**src/rtl/mdu_ctrl_pkg.sv**
```systemverilog
// Shared definitions for the M-extension sequencer and pipeline hazard control.
// Holds funct3 codes, pipeline stage bit positions and the sequencer state type.
package mdu_ctrl_pkg;

  localparam logic [2:0] F3_MUL    = 3'b000;
  localparam logic [2:0] F3_MULH   = 3'b001;
  localparam logic [2:0] F3_MULHSU = 3'b010;
  localparam logic [2:0] F3_MULHU  = 3'b011;
  localparam logic [2:0] F3_DIV    = 3'b100;
  localparam logic [2:0] F3_DIVU   = 3'b101;
  localparam logic [2:0] F3_REM    = 3'b110;
  localparam logic [2:0] F3_REMU   = 3'b111;

  localparam int unsigned STG_PC      = 0;
  localparam int unsigned STG_IF_ID   = 1;
  localparam int unsigned STG_ID_EXE  = 2;
  localparam int unsigned STG_EXE_MEM = 3;
  localparam int unsigned STG_MEM_WB  = 4;
  localparam int unsigned NUM_STG     = 5;

  typedef enum logic [1:0] {
    ST_IDLE,
    ST_BUSY,
    ST_DONE
  } md_state_e;

  // funct3[2] marks the divide/remainder group, funct3[0] the unsigned variants
  function automatic logic is_div_op(input logic [2:0] op);
    return op[2];
  endfunction

  function automatic logic is_signed_div_op(input logic [2:0] op);
    return op[2] & ~op[0];
  endfunction

endpackage

```
**src/rtl/mdu_ctrl_hazard_detect.sv**
```systemverilog
// Load-use hazard compare: a load in EXE writing a register that ID is about to read.
module hazard_detect
  import mdu_ctrl_pkg::*;
(
  input  logic       exe_is_load,
  input  logic [4:0] exe_rd,
  input  logic [4:0] id_rs1,
  input  logic [4:0] id_rs2,
  input  logic       id_rs1_re,
  input  logic       id_rs2_re,
  output logic       hazard
);

  logic rs1_hit;
  logic rs2_hit;

  always_comb begin
    rs1_hit = id_rs1_re && (id_rs1 == exe_rd);
    rs2_hit = id_rs2_re && (id_rs2 == exe_rd);
    hazard  = exe_is_load && (exe_rd != 5'd0) && (rs1_hit || rs2_hit);
  end

endmodule

```
**src/rtl/mdu_ctrl.sv**
```systemverilog
// Pipeline stall/flush control and sequencer for the external iterative mul/div unit.
// Divide-by-zero and signed overflow are resolved locally without launching the unit.
module mdu_ctrl
  import mdu_ctrl_pkg::*;
#(
  parameter int XLEN    = 32,
  parameter int MAX_LAT = 40,
  parameter int CNT_W   = 6
) (
  input  logic            clk_i,
  input  logic            rst_i,
  input  logic            md_req_i,
  input  logic [2:0]      md_op_i,
  input  logic [XLEN-1:0] md_rs1_i,
  input  logic [XLEN-1:0] md_rs2_i,
  input  logic            flush_all_i,
  input  logic            exe_branch_taken_i,
  input  logic            exe_is_load_i,
  input  logic [4:0]      exe_rd_i,
  input  logic [4:0]      id_rs1_i,
  input  logic [4:0]      id_rs2_i,
  input  logic            id_rs1_re_i,
  input  logic            id_rs2_re_i,
  output logic            unit_start_o,
  output logic [2:0]      unit_op_o,
  output logic [XLEN-1:0] unit_a_o,
  output logic [XLEN-1:0] unit_b_o,
  output logic            unit_cancel_o,
  input  logic            unit_ready_i,
  input  logic [XLEN-1:0] unit_result_i,
  output logic            md_valid_o,
  output logic [XLEN-1:0] md_result_o,
  output logic [4:0]      stall_o,
  output logic [4:0]      flush_o,
  output logic            timeout_o
);

  localparam logic [XLEN-1:0]  INT_MIN  = {1'b1, {(XLEN-1){1'b0}}};
  localparam logic [CNT_W-1:0] CNT_LAST = CNT_W'(MAX_LAT - 1);

  md_state_e        state;
  logic [CNT_W-1:0] busy_cnt;
  logic             load_use;
  logic             div_by_zero;
  logic             div_overflow;
  logic             fast_hit;
  logic [XLEN-1:0]  fast_result;
  logic             mop_stall;

  hazard_detect u_hazard (
    .exe_is_load (exe_is_load_i),
    .exe_rd      (exe_rd_i),
    .id_rs1      (id_rs1_i),
    .id_rs2      (id_rs2_i),
    .id_rs1_re   (id_rs1_re_i),
    .id_rs2_re   (id_rs2_re_i),
    .hazard      (load_use)
  );

  always_comb begin
    div_by_zero  = is_div_op(md_op_i) && (md_rs2_i == '0);
    div_overflow = is_signed_div_op(md_op_i) && (md_rs1_i == INT_MIN) && (md_rs2_i == '1);
    fast_hit     = div_by_zero || div_overflow;
    // funct3[1] selects remainder within the divide group
    if (div_by_zero) begin
      fast_result = md_op_i[1] ? md_rs1_i : '1;
    end else begin
      fast_result = md_op_i[1] ? '0 : INT_MIN;
    end
  end

  always_comb begin
    mop_stall = (state == ST_BUSY) || ((state == ST_IDLE) && md_req_i);
    stall_o   = '0;
    flush_o   = '0;
    if (flush_all_i) begin
      flush_o[STG_IF_ID]   = 1'b1;
      flush_o[STG_ID_EXE]  = 1'b1;
      flush_o[STG_EXE_MEM] = 1'b1;
    end else if (exe_branch_taken_i) begin
      flush_o[STG_IF_ID]   = 1'b1;
      flush_o[STG_ID_EXE]  = 1'b1;
    end else if (mop_stall) begin
      stall_o[STG_PC]      = 1'b1;
      stall_o[STG_IF_ID]   = 1'b1;
      stall_o[STG_ID_EXE]  = 1'b1;
      flush_o[STG_EXE_MEM] = 1'b1;
    end else if (load_use) begin
      stall_o[STG_PC]      = 1'b1;
      stall_o[STG_IF_ID]   = 1'b1;
      flush_o[STG_ID_EXE]  = 1'b1;
    end
  end

  always_ff @(posedge clk_i) begin
    if (rst_i) begin
      state         <= ST_IDLE;
      busy_cnt      <= '0;
      unit_start_o  <= 1'b0;
      unit_cancel_o <= 1'b0;
      unit_op_o     <= '0;
      unit_a_o      <= '0;
      unit_b_o      <= '0;
      md_valid_o    <= 1'b0;
      md_result_o   <= '0;
      timeout_o     <= 1'b0;
    end else begin
      unit_start_o  <= 1'b0;
      unit_cancel_o <= 1'b0;
      md_valid_o    <= 1'b0;
      case (state)
        ST_IDLE: begin
          if (md_req_i && !flush_all_i) begin
            if (fast_hit) begin
              md_result_o <= fast_result;
              md_valid_o  <= 1'b1;
              state       <= ST_DONE;
            end else begin
              unit_op_o    <= md_op_i;
              unit_a_o     <= md_rs1_i;
              unit_b_o     <= md_rs2_i;
              unit_start_o <= 1'b1;
              busy_cnt     <= '0;
              state        <= ST_BUSY;
            end
          end
        end
        ST_BUSY: begin
          if (flush_all_i) begin
            unit_cancel_o <= 1'b1;
            state         <= ST_IDLE;
          end else if (unit_ready_i) begin
            md_result_o <= unit_result_i;
            md_valid_o  <= 1'b1;
            state       <= ST_DONE;
          end else if (busy_cnt == CNT_LAST) begin
            timeout_o     <= 1'b1;
            unit_cancel_o <= 1'b1;
            md_result_o   <= '0;
            md_valid_o    <= 1'b1;
            state         <= ST_DONE;
          end else begin
            busy_cnt <= busy_cnt + 1'b1;
          end
        end
        ST_DONE: begin
          state <= ST_IDLE;
        end
        default: begin
          state <= ST_IDLE;
        end
      endcase
    end
  end

endmodule

```
**config.mk**
```make
export PLATFORM = sky130hd
export DESIGN_NAME = mdu_ctrl
export DESIGN_NICKNAME = d
export VERILOG_FILES = /design/src/rtl/mdu_ctrl_pkg.sv /design/src/rtl/mdu_ctrl_hazard_detect.sv /design/src/rtl/mdu_ctrl.sv
export SDC_FILE = /design/constraint.sdc
export NUM_CORES = 1
export LEC_CHECK = 0
export BUFFER_PORTS_ARGS = -buffer_cell sky130_fd_sc_hd__buf_2
export CAP_MARGIN = 15
export CORE_MARGIN = 2
export CORE_UTILIZATION = 44
export CTS_CLUSTER_SIZE = 40
export DETAILED_ROUTE_END_ITERATION = 8
export GPL_TIMING_DRIVEN = 0
export PLACE_DENSITY_LB_ADDON = 0.2
export SLEW_MARGIN = 0
export SYNTH_ARGS = -nofsm -noshare
export SYNTH_HDL_FRONTEND = slang
export SYNTH_SLANG_ARGS = --single-unit
```
**constraint.sdc**
```tcl
create_clock -name clk_i -period 2.2 [get_ports clk_i]
set_input_delay 0.44 -clock clk_i [delete_from_list [all_inputs] [get_ports clk_i]]
set_output_delay 0.44 -clock clk_i [all_outputs]
set_load 0.01 [all_outputs]
```
==> results of run 1 <==
-- layer usage --
layer | vias to the layer above | routed length, µm | track usage
met4 | 0 | 410 | 0.0980
met3 | 32 | 1520 | 0.0597
met2 | 272 | 9060 | 0.419
met5 | - | 0 | 0
met1 | 2948 | 9020 | 0.391
li1 | 3056 | - | -
-- placed cells by master, fill, tap and decap left out, types with 4 or more instances in the layout --
master,count
a21oi_1,5
a21oi_2,17
a21oi_4,14
buf_12,4
buf_2,224
buf_4,15
buf_6,11
buf_8,5
clkbuf_1,37
clkbuf_16,12
clkbuf_2,6
conb_1,4
dfxtp_1,111
mux2i_1,66
nand2_1,144
nand3_1,39
nand4_1,16
nand4b_1,4
nor2_1,13
nor3_1,58
nor3_2,14
nor4_1,16
o21ai_0,58
o21ai_1,8
or4_4,4
xor2_1,7
-- kinds of logic after synthesis --
| group | share of synthesized area |
|---|---|
| xor gates and xnor gates | 0.0157 |
| buffers and inverters | 0.0536 |
| DFF | 0.398 |
| AOI/OAI and AO/OA | 0.115 |
| and+or+nand+nor | 0.294 |
| muxes | 0.120 |
| adders and majority gates | 0.00224 |
| other | 0.000672 |
-- power by group through the flow --
| stage | clock, µW | combinational [µW] | sequential, µW |
|---|---|---|---|
| 4_1_cts | 1590 | 816 | 2140 |
| 3_3_place_gp | 0 | 789 | 2190 |
| 3_5_place_dp | 0 | 791 | 2190 |
| 2_1_floorplan | 0 | 373 | 2230 |
| 6_report | 1570 | 881 | 2150 |
| 5_1_grt | 1670 | 955 | 2160 |
-- area by class of cell --
type                            count  area share
Sequential cell                   111       0.278
Buffer                             61      0.0456
Multi-Input combinational cell    542       0.438
Inverter                            3     0.00141
Tap cell                          172      0.0269
Timing Repair Buffer              244       0.175
Clock buffer                       11      0.0304
Clock inverter                      5     0.00423
-- how the worst max path moves through the flow --
stage,end,from,cells after the start,slack [ps]
after floorplan,unit_start_o,md_rs1_i[29],9,-60
after global placement,md_result_o[18],md_rs1_i[19],8,-660
after detailed placement,md_result_o[18],md_rs1_i[19],8,-620
after CTS,md_result_o[20],busy_cnt[0],8,-7
after global routing,md_result_o[9],md_rs1_i[22],8,-70
final,md_result_o[4],md_rs1_i[22],8,-50
-- per-stage QoR --
step	setup slack (ps)	power [µW]
after global placement	-657	2980
after CTS	-6.93	4550
after floorplan	-64.6	2600
after detailed placement	-624	2980
after global routing	-74.4	4780
final	-46.6	4600
-- what timing repair did --
action,CTS,global route
resized for setup,42,106
gates cloned,0,4
endpoints found under the hold margin,0,0
hold buffers,0,0
buffers inserted,5,6
setup endpoints to repair,93,104
pin swaps,9,46
-- critical path, delay by kind of cell --
kind,cells,cell delay [ps]
buffers and inverters,2,270
and+or+nand+nor,4,1210
AOI/OAI and AO/OA,2,540
-- registers in the layout (all words and copies together), names as in the netlist --
signal	flops
md_result_o	32
unit_a_o	32
unit_b_o	32
busy_cnt	6
unit_op_o	3
state	2
md_valid_o	1
timeout_o	1
unit_cancel_o	1
unit_start_o	1
==> qor.txt, run 1 <==
status: finished with violations
failing checks: setup timing
Die ar.: 13600 µm²
placed cells: 1120
Rows: 41
final wirelength: 20000 µm
Core ar.: 12500 µm²
Final Non-Filler Cells: 1149
vias in the first global route: 5630
Worst Path Required: 2410 ps
reg-to-reg setup timing slack: 120 ps
input/output buffers: 229
most used flip-flop cell after synthesis: dfxtp_1
setup TNS: -230 ps
YS warnings: 0
Lkg Pwr: 0.00344 µW
slowest CP cell: or4_4
hold slack final: 339 ps
Avg Cell Area, Syn: 7.79 µm²
Synth area leaders: dfxtp_1, mux2i_1, nand2_1
worst-path maximum fanout: 7
fill count: 1150
worst clock skew: 7.97 ps
Gate Count Post-Synth: 716
Post-synth EDFFs: 0
Tmin final: 2250 ps
Hold EP: unit_op_o[0]
chip height: 117 µm
register area share after synthesis: 0.398
residual DRC count: 0
Final Hold Viols: 0
Synth top area share: 0.398
Placed Instance Area: 6960 µm²
pin count of the biggest net entering global routing: 18
fmax: 445 MHz
number of clock sinks: 111
internal power: 3260 µW
CP Capture Type: flip-flop
Final WS setup: -46.6 ps
Reg-to-Reg End: md_result_o[4]
area of the multi-input gates: 3500 µm²
Max Cap Viol: 0
mapped cell area: 5580 µm²
initial antenna violation count: 0
Diodes inserted: 0
Setup-failing EPs final: 13
Routed WL per cell: 17.4 µm
final worst-path cycle share: 1.02
crit path kind: primary input to flip-flop
via-per-instance ratio: 5.49
GR Overflow Total: 0
Worst path most repeated cell: buf_8
hpwl dp: 14400 µm
unrepaired setup endpoints after global routing: yes
Starting Density: 0.446
Max Slew Vio Count: 0
Clock Tree Buf Depth: 2
Sw Pwr: 1340 µW
crit path DAT: 2460 ps
total CTS buffers: 9
CTS tree: done
switching share of total power: 0.291
worst path cell trace: buf_8, or4_4, nor4_4, nand4_1, o22a_4, buf_8, a21oi_2, nor3_1
Final Util: 0.638
Clock power frac: 0.342
Root Driver: clkbuf_16
Yosys top cell by area: dfxtp_1
gr usage total: 0.277
FF+latch count, synth: 111
# H-tree levels: 3
relative slew slack: 0.585
die width: 117 µm
worst hold stages: 3
first drt pass iteration count: 5
Synth cell types: 45
DRT iter0 DRCs: 486
post-layout instance area: 7990 µm²
area grow syn2layout: 43.2%
async set-reset flop share out of synthesis: 0
first-pass GRT wire length: 29400 µm
Nets: 1096
gp weighted congestion: 0.923
vias post-DR: 6308
pwr dens: 575 nW/µm²
final antenna-violating net count: 0
Worst-Skew Late Latency: 360 ps
RR Startpoint: busy_cnt[0]
min-delay worst type: primary input to flip-flop
Reg2Reg Depth: 8
Synth top cells by count: nand2_1, dfxtp_1, nor3_1
Sequential Power Share: 0.467
count leader, synth: nand2_1
hold_sp: md_op_i[0]
I/O pins: 236
Comb power frac: 0.192
ratio of cells with drive above 1 in the final layout: 0.360
worst vdd ir: 0.388 mV
clock-pin transition on the worst setup and hold timing paths: 70 ps
CP startpoint kind: primary input
Max stage delay on crit path: 540 ps
Register Area: 2220 µm²
Tightest Pin Transition: 623 ps
(Power assumes the default switching activity.)
==> inputs of run 2 (changes only) <==
--- a/config.mk
+++ b/config.mk
@@ -8,7 +8,7 @@
 export BUFFER_PORTS_ARGS = -buffer_cell sky130_fd_sc_hd__buf_2
 export CAP_MARGIN = 15
 export CORE_MARGIN = 2
-export CORE_UTILIZATION = 44
+export CORE_UTILIZATION = 43
 export CTS_CLUSTER_SIZE = 40
 export DETAILED_ROUTE_END_ITERATION = 8
 export GPL_TIMING_DRIVEN = 0
@@ -16,4 +16,5 @@
 export SLEW_MARGIN = 0
 export SYNTH_ARGS = -nofsm -noshare
 export SYNTH_HDL_FRONTEND = slang
+export SYNTH_HIERARCHICAL = 1
 export SYNTH_SLANG_ARGS = --single-unit
==> run 2 against run 1 <==
Against the previous run: the run now ends clean; fmax rose by 5.5%; setup slack improved by 120 ps; hold slack got worse by 4.4 ps; critical path depth did not move; synthesized cell count fell by 9.8%; cell count fell by 9.2%; global-route usage fell by 2.4 points; sequential cell count did not move; total power rose by 2.1%; sequential power barely moved; synthesized area fell by 5.1%; routed wire length fell by 14%; critical path type is now primary input to primary output; critical endpoint is now stall_o[1]; largest power group unchanged; highest routed layer is now met5.
==> qor.txt, run 2 <==
pin count of the biggest net entering global routing: 18
mapped cell area: 5290 µm²
Synth cell types: 44
residual DRC count: 0
Tmin final: 2130 ps
input/output buffers: 230
relative slew slack: 0.504
area grow syn2layout: 33.8%
ratio of cells with drive above 1 in the final layout: 0.357
crit path DAT: 1690 ps
clock-pin transition on the worst setup and hold timing paths: 70 ps
worst vdd ir: 0.644 mV
placed cells: 1026
crit path kind: primary input to primary output
Core ar.: 12000 µm²
Final Hold Viols: 0
CTS tree: done
Final Non-Filler Cells: 1043
Final Util: 0.589
Lkg Pwr: 0.00301 µW
first-pass GRT wire length: 26300 µm
worst clock skew: 9.53 ps
commonest non-fill, non-tap cell in the layout: buf_2
Routed WL per cell: 16.5 µm
final wirelength: 17300 µm
first drt pass iteration count: 5
final worst-path cycle share: 0.968
worst-path maximum fanout: 3
Post-synth EDFFs: 0
min-delay worst type: primary input to flip-flop
Tightest Pin Transition: 744 ps
Synth top cells by count: nand2_1, dfxtp_1, a21oi_1
Setup WS pre-CTS: -655 ps
vias in the first global route: 5233
Worst Path Required: 1760 ps
number of clock sinks: 111
initial antenna violation count: 1
Rows: 40
Clock Tree Buf Depth: 2
Die ar.: 13200 µm²
Nets: 1015
fmax: 470 MHz
Max Cap Viol: 0
status: finished clean
Worst-Skew Late Latency: 360 ps
hpwl dp: 13100 µm
pwr dens: 663 nW/µm²
Starting Density: 0.440
most frequent cells in the layout: buf_2, nand2_1, dfxtp_1, a21oi_1, nor3_1
final antenna-violating net count: 0
Setup-failing EPs final: 0
CP startpoint kind: primary input
gr usage total: 0.253
unrepaired setup endpoints after global routing: yes
hold buffers post-CTS: 0
most used flip-flop cell after synthesis: dfxtp_1
Max Slew Vio Count: 0
register area share after synthesis: 0.420
Final WS setup: 70.9 ps
Tot Pwr: 4690 µW
Root Driver: clkbuf_16
YS warnings: 6
FF+latch count, synth: 111
count leader, synth: nand2_1
I/O pins: 236
Yosys top cell by area: dfxtp_1
CP Capture Type: primary output
largest registers: md_result_o (32), unit_a_o (32), unit_b_o (32)
Synth area leaders: dfxtp_1, nand2_1, a21oi_1
chip height: 115 µm
Synth top area share: 0.420
Avg Cell Area, Syn: 8.19 µm²
# H-tree levels: 3
Gate Count Post-Synth: 646
vias post-DR: 5596
gp weighted congestion: 0.846
via-per-instance ratio: 5.37
DRT iter0 DRCs: 510
Diodes inserted: 0
async set-reset flop share out of synthesis: 0
total CTS buffers: 9
die width: 115 µm
GR Overflow Total: 0
## run 2: changes by cell type after synthesis, sizes merged, moves of 5 or more
cell    previous run  this run
nand3             39         9
nor2b              1        31
nor2              15        10
a21oi             36        73
clkbuf            48        36
o21ai             66         2
mux2i             67         0
nand4             16         7
a211oi             1        33
a31oi              0        32
buf               15        24
nor3              73        64
## run 2: path summary, 6_finish.rpt
kind                      from              end  slack (ps)  cells after the start
setup reg to reg      state[1]  md_result_o[12]         110                      5
setup / recovery   exe_rd_i[0]       stall_o[1]          70                      8
hold reg to reg   unit_a_o[19]     unit_a_o[19]         450                      2
hold / removal    md_rs1_i[19]     unit_a_o[19]         330                      3
## run 2: per-layer routing
| layer | routed length [µm] | vias up | global-route usage |
|---|---|---|---|
| li1 | - | 2778 | - |
| met1 | 7540 | 2543 | 0.323 |
| met2 | 7960 | 240 | 0.411 |
| met3 | 1310 | 33 | 0.0669 |
| met4 | 436 | 2 | 0.0964 |
| met5 | 13 | - | 0 |
## run 2: kinds of logic after synthesis
kind of cell	synth area share
XOR/XNOR	0.0232
AND/OR/NAND/NOR	0.285
flip-flops	0.420
AO/OA/AOI/OAI	0.205
adder cells (fa/ha/maj)	0.00236
other	0.000709
buffers and inverters	0.0641
## run 2: power breakdown
group / switching (µW) / internal [µW]
Sequential: 37.0 / 2080
Clock: 761 / 1140
Combinational: 398 / 272
## run 2: metrics by stage
stage          hold slack, ps  area [µm²]  setup TNS [ps]
3_3_place_gp              439        6640          -52730
5_1_grt                   336        7080           -64.0
6_report                  335        7080               0
4_1_cts                   328        7020               0
2_1_floorplan             474        5300               0
3_5_place_dp              444        6640          -55020
## run 2: cell type report
| type | instances | area [µm²] |
|---|---|---|
| Fill cell | 1219 | 4930 |
| Buffer | 60 | 334 |
| Timing Repair Buffer | 231 | 1190 |
| Clock inverter | 6 | 108 |
| Multi-Input combinational cell | 475 | 2790 |
| Tap cell | 147 | 184 |
| Sequential cell | 111 | 2220 |
| Inverter | 3 | 11.3 |
| Clock buffer | 10 | 239 |
## run 2: worst max-delay path: stages
cell and delay (ps):
buf_2 120, or4_1 520, o21ai_1 170, a21oi_2 50, inv_1 70, a21oi_2 60
buf_4 150, buf_6 110
## run 2: timing repair
| item | 4_1_cts | 5_1_grt |
|---|---|---|
| endpoints found under the setup margin | 101 | 90 |
| buffers inserted | 0 | 1 |
| pin swaps | 0 | 9 |
| gates resized for setup | 6 | 17 |
